$ cat src/rtl/load_store_unit.sv
// load_store_unit
//   Memory-access stage between the ALU and the register-file write port.
//   Takes the effective address and store data, and runs byte/halfword/word
//   loads and stores against a word-wide data RAM. Returns sign- or
//   zero-extended load data. Misaligned and reserved-size accesses are
//   trapped here and never reach the RAM.
//
// Ports
//   i_clock, i_reset_n      rising-edge clock, synchronous active-low reset
//   i_req_*, o_req_ready    request from execute (valid/ready handshake)
//   o_resp_*                one-cycle completion pulse with data / error
//   o_mem_*, i_mem_*        data RAM request, write lanes and read return
//
// States
//   S_IDLE      | ready for a request, latches it on accept
//   S_ISSUE     | mem_valid held until the RAM takes it
//   S_WAIT_READ | load issued, waiting for mem_rvalid
//   S_RESPOND   | one-cycle response pulse
module load_store_unit (
  input  logic        i_clock,
  input  logic        i_reset_n,
  input  logic        i_req_valid,
  output logic        o_req_ready,
  input  logic        i_req_write,
  input  logic [1:0]  i_req_size,
  input  logic        i_req_unsigned,
  input  logic [31:0] i_req_address,
  input  logic [31:0] i_req_wdata,
  output logic        o_resp_valid,
  output logic [31:0] o_resp_rdata,
  output logic        o_resp_error,
  output logic        o_mem_valid,
  input  logic        i_mem_ready,
  output logic        o_mem_write,
  output logic [31:0] o_mem_address,
  output logic [3:0]  o_mem_byte_enable,
  output logic [31:0] o_mem_wdata,
  input  logic        i_mem_rvalid,
  input  logic [31:0] i_mem_rdata
);

  typedef enum logic [1:0] {
    S_IDLE      = 2'd0,
    S_ISSUE     = 2'd1,
    S_WAIT_READ = 2'd2,
    S_RESPOND   = 2'd3
  } state_t;

  state_t      r_state;
  state_t      w_next_state;

  logic        r_write;
  logic [1:0]  r_size;
  logic        r_unsigned;
  logic [31:0] r_address;
  logic [31:0] r_wdata;
  logic [31:0] r_rdata;
  logic        r_error;

  logic        w_misaligned;
  logic [31:0] w_lane_data;
  logic [31:0] w_load_value;

  // Size 3 is reserved and always traps.
  always_comb begin
    case (i_req_size)
      2'd0:    w_misaligned = 1'b0;
      2'd1:    w_misaligned = i_req_address[0];
      2'd2:    w_misaligned = |i_req_address[1:0];
      default: w_misaligned = 1'b1;
    endcase
  end

  // Move the addressed lane down to bit 0, then extend.
  assign w_lane_data = i_mem_rdata >> {r_address[1:0], 3'b000};

  always_comb begin
    case (r_size)
      2'd0:    w_load_value = {{24{~r_unsigned & w_lane_data[7]}}, w_lane_data[7:0]};
      2'd1:    w_load_value = {{16{~r_unsigned & w_lane_data[15]}}, w_lane_data[15:0]};
      default: w_load_value = w_lane_data;
    endcase
  end

  always_ff @(posedge i_clock) begin
    if (!i_reset_n) begin
      r_state <= S_IDLE;
    end else begin
      r_state <= w_next_state;
    end
  end

  always_comb begin
    w_next_state      = r_state;
    o_req_ready       = 1'b0;
    o_mem_valid       = 1'b0;
    o_mem_write       = 1'b0;
    o_mem_address     = 32'd0;
    o_mem_byte_enable = 4'd0;
    o_mem_wdata       = 32'd0;
    o_resp_valid      = 1'b0;
    o_resp_rdata      = 32'd0;
    o_resp_error      = 1'b0;
    case (r_state)
      S_IDLE: begin
        o_req_ready = 1'b1;
        if (i_req_valid) begin
          w_next_state = w_misaligned ? S_RESPOND : S_ISSUE;
        end
      end
      S_ISSUE: begin
        o_mem_valid   = 1'b1;
        o_mem_write   = r_write;
        o_mem_address = {r_address[31:2], 2'b00};
        if (r_write) begin
          case (r_size)
            2'd0: begin
              o_mem_byte_enable = 4'b0001 << r_address[1:0];
              o_mem_wdata       = {4{r_wdata[7:0]}};
            end
            2'd1: begin
              o_mem_byte_enable = 4'b0011 << r_address[1:0];
              o_mem_wdata       = {2{r_wdata[15:0]}};
            end
            default: begin
              o_mem_byte_enable = 4'b1111;
              o_mem_wdata       = r_wdata;
            end
          endcase
        end
        if (i_mem_ready) begin
          w_next_state = r_write ? S_RESPOND : S_WAIT_READ;
        end
      end
      S_WAIT_READ: begin
        if (i_mem_rvalid) begin
          w_next_state = S_RESPOND;
        end
      end
      S_RESPOND: begin
        o_resp_valid = 1'b1;
        o_resp_rdata = r_rdata;
        o_resp_error = r_error;
        w_next_state = S_IDLE;
      end
      default: w_next_state = S_IDLE;
    endcase
  end

  always_ff @(posedge i_clock) begin
    if (!i_reset_n) begin
      r_write    <= 1'b0;
      r_size     <= 2'd0;
      r_unsigned <= 1'b0;
      r_address  <= 32'd0;
      r_wdata    <= 32'd0;
      r_rdata    <= 32'd0;
      r_error    <= 1'b0;
    end else begin
      case (r_state)
        S_IDLE: begin
          if (i_req_valid) begin
            r_write    <= i_req_write;
            r_size     <= i_req_size;
            r_unsigned <= i_req_unsigned;
            r_address  <= i_req_address;
            r_wdata    <= i_req_wdata;
            // Stores and trapped accesses respond with zero data.
            r_rdata    <= 32'd0;
            r_error    <= w_misaligned;
          end
        end
        S_WAIT_READ: begin
          if (i_mem_rvalid) begin
            r_rdata <= w_load_value;
          end
        end
        default: ;
      endcase
    end
  end

endmodule
$ cat config.mk
export PLATFORM = sky130hd
export DESIGN_NAME = load_store_unit
export DESIGN_NICKNAME = d
export VERILOG_FILES = /design/src/rtl/load_store_unit.sv
export SDC_FILE = /design/constraint.sdc
export NUM_CORES = 1
export LEC_CHECK = 0
export BUFFER_PORTS_ARGS = -buffer_cell sky130_fd_sc_hd__buf_2
export CAP_MARGIN = 30
export CORE_AREA = 3 3 112 114
export DETAILED_ROUTE_END_ITERATION = 12
export DIE_AREA = 0 0 115 117
export GPL_TIMING_DRIVEN = 0
export PLACE_DENSITY = 0.74
export SLEW_MARGIN = 20
export SYNTH_ARGS = -nofsm -noshare
export SYNTH_HDL_FRONTEND = slang
export SYNTH_SLANG_ARGS = --single-unit
$ cat constraint.sdc
create_clock -name i_clock -period 2.7 [get_ports i_clock]
set_clock_uncertainty 0.2 [all_clocks]
set_input_delay 0.54 -clock i_clock [delete_from_list [all_inputs] [get_ports i_clock]]
set_output_delay 0.54 -clock i_clock [all_outputs]
set_load 0.1 [all_outputs]
==> metrics.cfg <==
[setup_path]
critPathKind = reg2out
crit_path_start_kind = flip-flop
reg2reg_from = r_state[0]$_SDFFE_PN0P_
arrival_ns = 1.89
crit_start = r_state[1]$_SDFFE_PN0P_
cp-end-kind = output port
required_ns = 1.96
path_max_fanout = 10
critPathCapture = o_mem_wdata[15]
rrSetupSlack_ns = 0.41
r2r_end = r_rdata[29]$_SDFFE_PN0P_
rr_worst_depth = 8

[final_layout]
nets = 995
synthToLayoutAreaGrowth_pct = 42.4
layout-drive-gt1-share = 0.390
mostFrequentLayoutCells = nand2_1, buf_2, dfxtp_1
final_util = 0.642
mostFrequentLayoutCell = nand2_1

[yosys]
synth_edf_count = 0
ys_types = 48
synthFlopType = dfxtp_1
yosysSeqAreaShare = 0.397
syn_area_um2 = 5190
ys_warn_count = 0
ys_ff_latch = 103
postSynthAreaPerCell_um2 = 7.78
syn-instance-count = 668
async_flop_share = 0

[routing]
ant_nets = 0
vias = 5392
drt_iter0_markers = 330
dr.pass1.iters = 6
drc = 0
wl_per_cell_um = 16.4
wirelength_um = 16900
via_per_inst = 5.21

[clock_tree]
hold_buffers = 0
cts_tree = done
post_cts_buffers = 0
clk_latency_ns = 0.34
htreeDepth = 3
cts_buffers = 9
cts_root_buf = clkbuf_16
cts.clk_slew.worst_paths_ns = 0.08
clock_path_buffers = 2
cts_sinks = 103

[grt]
grt_pass1_vias = 5250
grt_antenna_before_repair = 1
grt_pass1_wl_um = 26400
grt_overflow = 0
grt_max_degree = 20
grtUsageTotal = 0.246

[placed_design]
port_buffers = 207
gp_congestion = 0.908
place_hpwl_um = 12800

[sta]
slew_violations = 0
hold_violations = 0
slew_headroom = 0.623
fin_crit_sh = 0.973
worst_pin_slew_ns = 0.564
rsz0062_at_grt = no
hold_slack_ns = 0.221
max_freq_ghz = 0.381
fin_setup_tns_ns = 0
period_needed_ns = 2.63
final-setup-viol-count = 0

[job]
timing.max_cap.violations = 0

[floorplan]
initial_core_util = 0.451
io_pins = 210
die_area_um2 = 13500
die_w_um = 115
core_um2 = 11500
die_h_um = 117
rows = 39

[power]
finalPower_mw = 5.49
peakVddDrop_uv = 429
p_per_area_nw_per_um2 = 742
power_leakage_nw = 3.23

[status]
outcome = finished, final reports clean

[min_path]
hold_class = in2reg

-- critical path, cell delays in order, from the launching register on --
cell	delay, ns
dfxtp_1	0.35
inv_2	0.11
ha_4	0.17
nand2_1	0.09
clkbuf_8	0.22
clkbuf_8	0.22
a21oi_4	0.17
buf_8	0.22
-- flip-flops by register name (all words and copies together), names as in the netlist --
| signal | flops |
|---|---|
| r_address | 32 |
| r_error | 1 |
| r_rdata | 32 |
| r_size | 2 |
| r_state | 2 |
| r_unsigned | 1 |
| r_wdata | 32 |
| r_write | 1 |
-- area by class of cell --
type                            instances  area [um2]
Fill cell                            1080        4120
Buffer                                 53         300
Tap cell                              143         179
Clock inverter                          7        53.8
Timing Repair Buffer                  207        1390
Clock buffer                            9         225
Antenna cell                            1        2.50
Multi-Input combinational cell        498        3130
Sequential cell                       103        2060
Inverter                               13        48.8
-- where the power goes --
group	leakage [nW]	internal [mW]	switching (mW)
registers	0.841	1.75	0.162
clock network	0.141	0.638	0.612
logic	2.25	0.709	1.62
-- per-stage QoR --
stage                     worst slack, ns  instance area, um2  std cells
after floorplan                   -0.0909                5500        669
after global placement            -0.0149                6720       1019
after detailed placement          -0.0365                6720       1019
after CTS                         0.00192                7320       1034
after global routing               0.0110                7390       1033
final                              0.0739                7400       1034
-- what timing repair did --
| action | CTS | global route |
|---|---|---|
| pin swaps | 0 | 0 |
| gates resized for setup | 119 | 27 |
| endpoints found under the setup margin | 86 | 74 |
-- metal layers --
layer,vias to the layer above,global-route usage,share of wire
met5,-,0,0.00077
met4,2,0.0822,0.018
met3,29,0.0658,0.083
met2,201,0.417,0.48
met1,2482,0.303,0.42
li1,2678,-,-
-- cells by family (layout without fill, tap and decap cells) --
logic type | count (synthesis) | after routing | synth area share
AND/OR/NAND/NOR | 309 | 309 | 0.278
XOR/XNOR | 1 | 1 | 0.00169
AO/OA/AOI/OAI | 155 | 155 | 0.196
buffers and inverters | 68 | 289 | 0.0597
other | 1 | 3 | 0.000722
flip-flops | 103 | 103 | 0.397
adder cells (fa/ha/maj) | 5 | 5 | 0.0120
multiplexers | 26 | 26 | 0.0549
-- worst min-delay path by stage --
stage	slack, ns	cells after the start	to	start
after global routing	0.22	3	r_address[10]$_SDFFE_PN0P_	i_req_address[10]
final	0.22	3	r_address[3]$_SDFFE_PN0P_	i_req_address[3]
after floorplan	0.23	2	r_address[11]$_SDFFE_PN0P_	r_address[11]$_SDFFE_PN0P_
after CTS	0.22	3	r_address[11]$_SDFFE_PN0P_	i_req_address[11]
after detailed placement	0.24	2	r_address[10]$_SDFFE_PN0P_	r_address[10]$_SDFFE_PN0P_
after global placement	0.24	2	r_address[28]$_SDFFE_PN0P_	r_address[28]$_SDFFE_PN0P_
-- cells in the mapped netlist, drive strengths merged, types with 2 or more instances --
library cell | count | area share
o21ai | 9 | 0.0087
nor2 | 40 | 0.029
o211a | 2 | 0.0053
a22o | 8 | 0.013
nor2b | 7 | 0.0084
clkbuf | 33 | 0.024
nand2b | 6 | 0.0077
a211o | 7 | 0.012
dfxtp | 103 | 0.40
buf | 22 | 0.026
inv | 13 | 0.0094
mux2i | 25 | 0.051
a221o | 16 | 0.031
nand2 | 173 | 0.13
o21a | 2 | 0.0029
a21oi | 89 | 0.086
and3 | 8 | 0.0096
o221ai | 8 | 0.013
o22ai | 2 | 0.0024
ha | 5 | 0.012
nand3b | 2 | 0.0036
a32oi | 7 | 0.012
and2b | 2 | 0.0029
and2 | 65 | 0.078
Note: power is estimated with default switching activity, not from simulation.
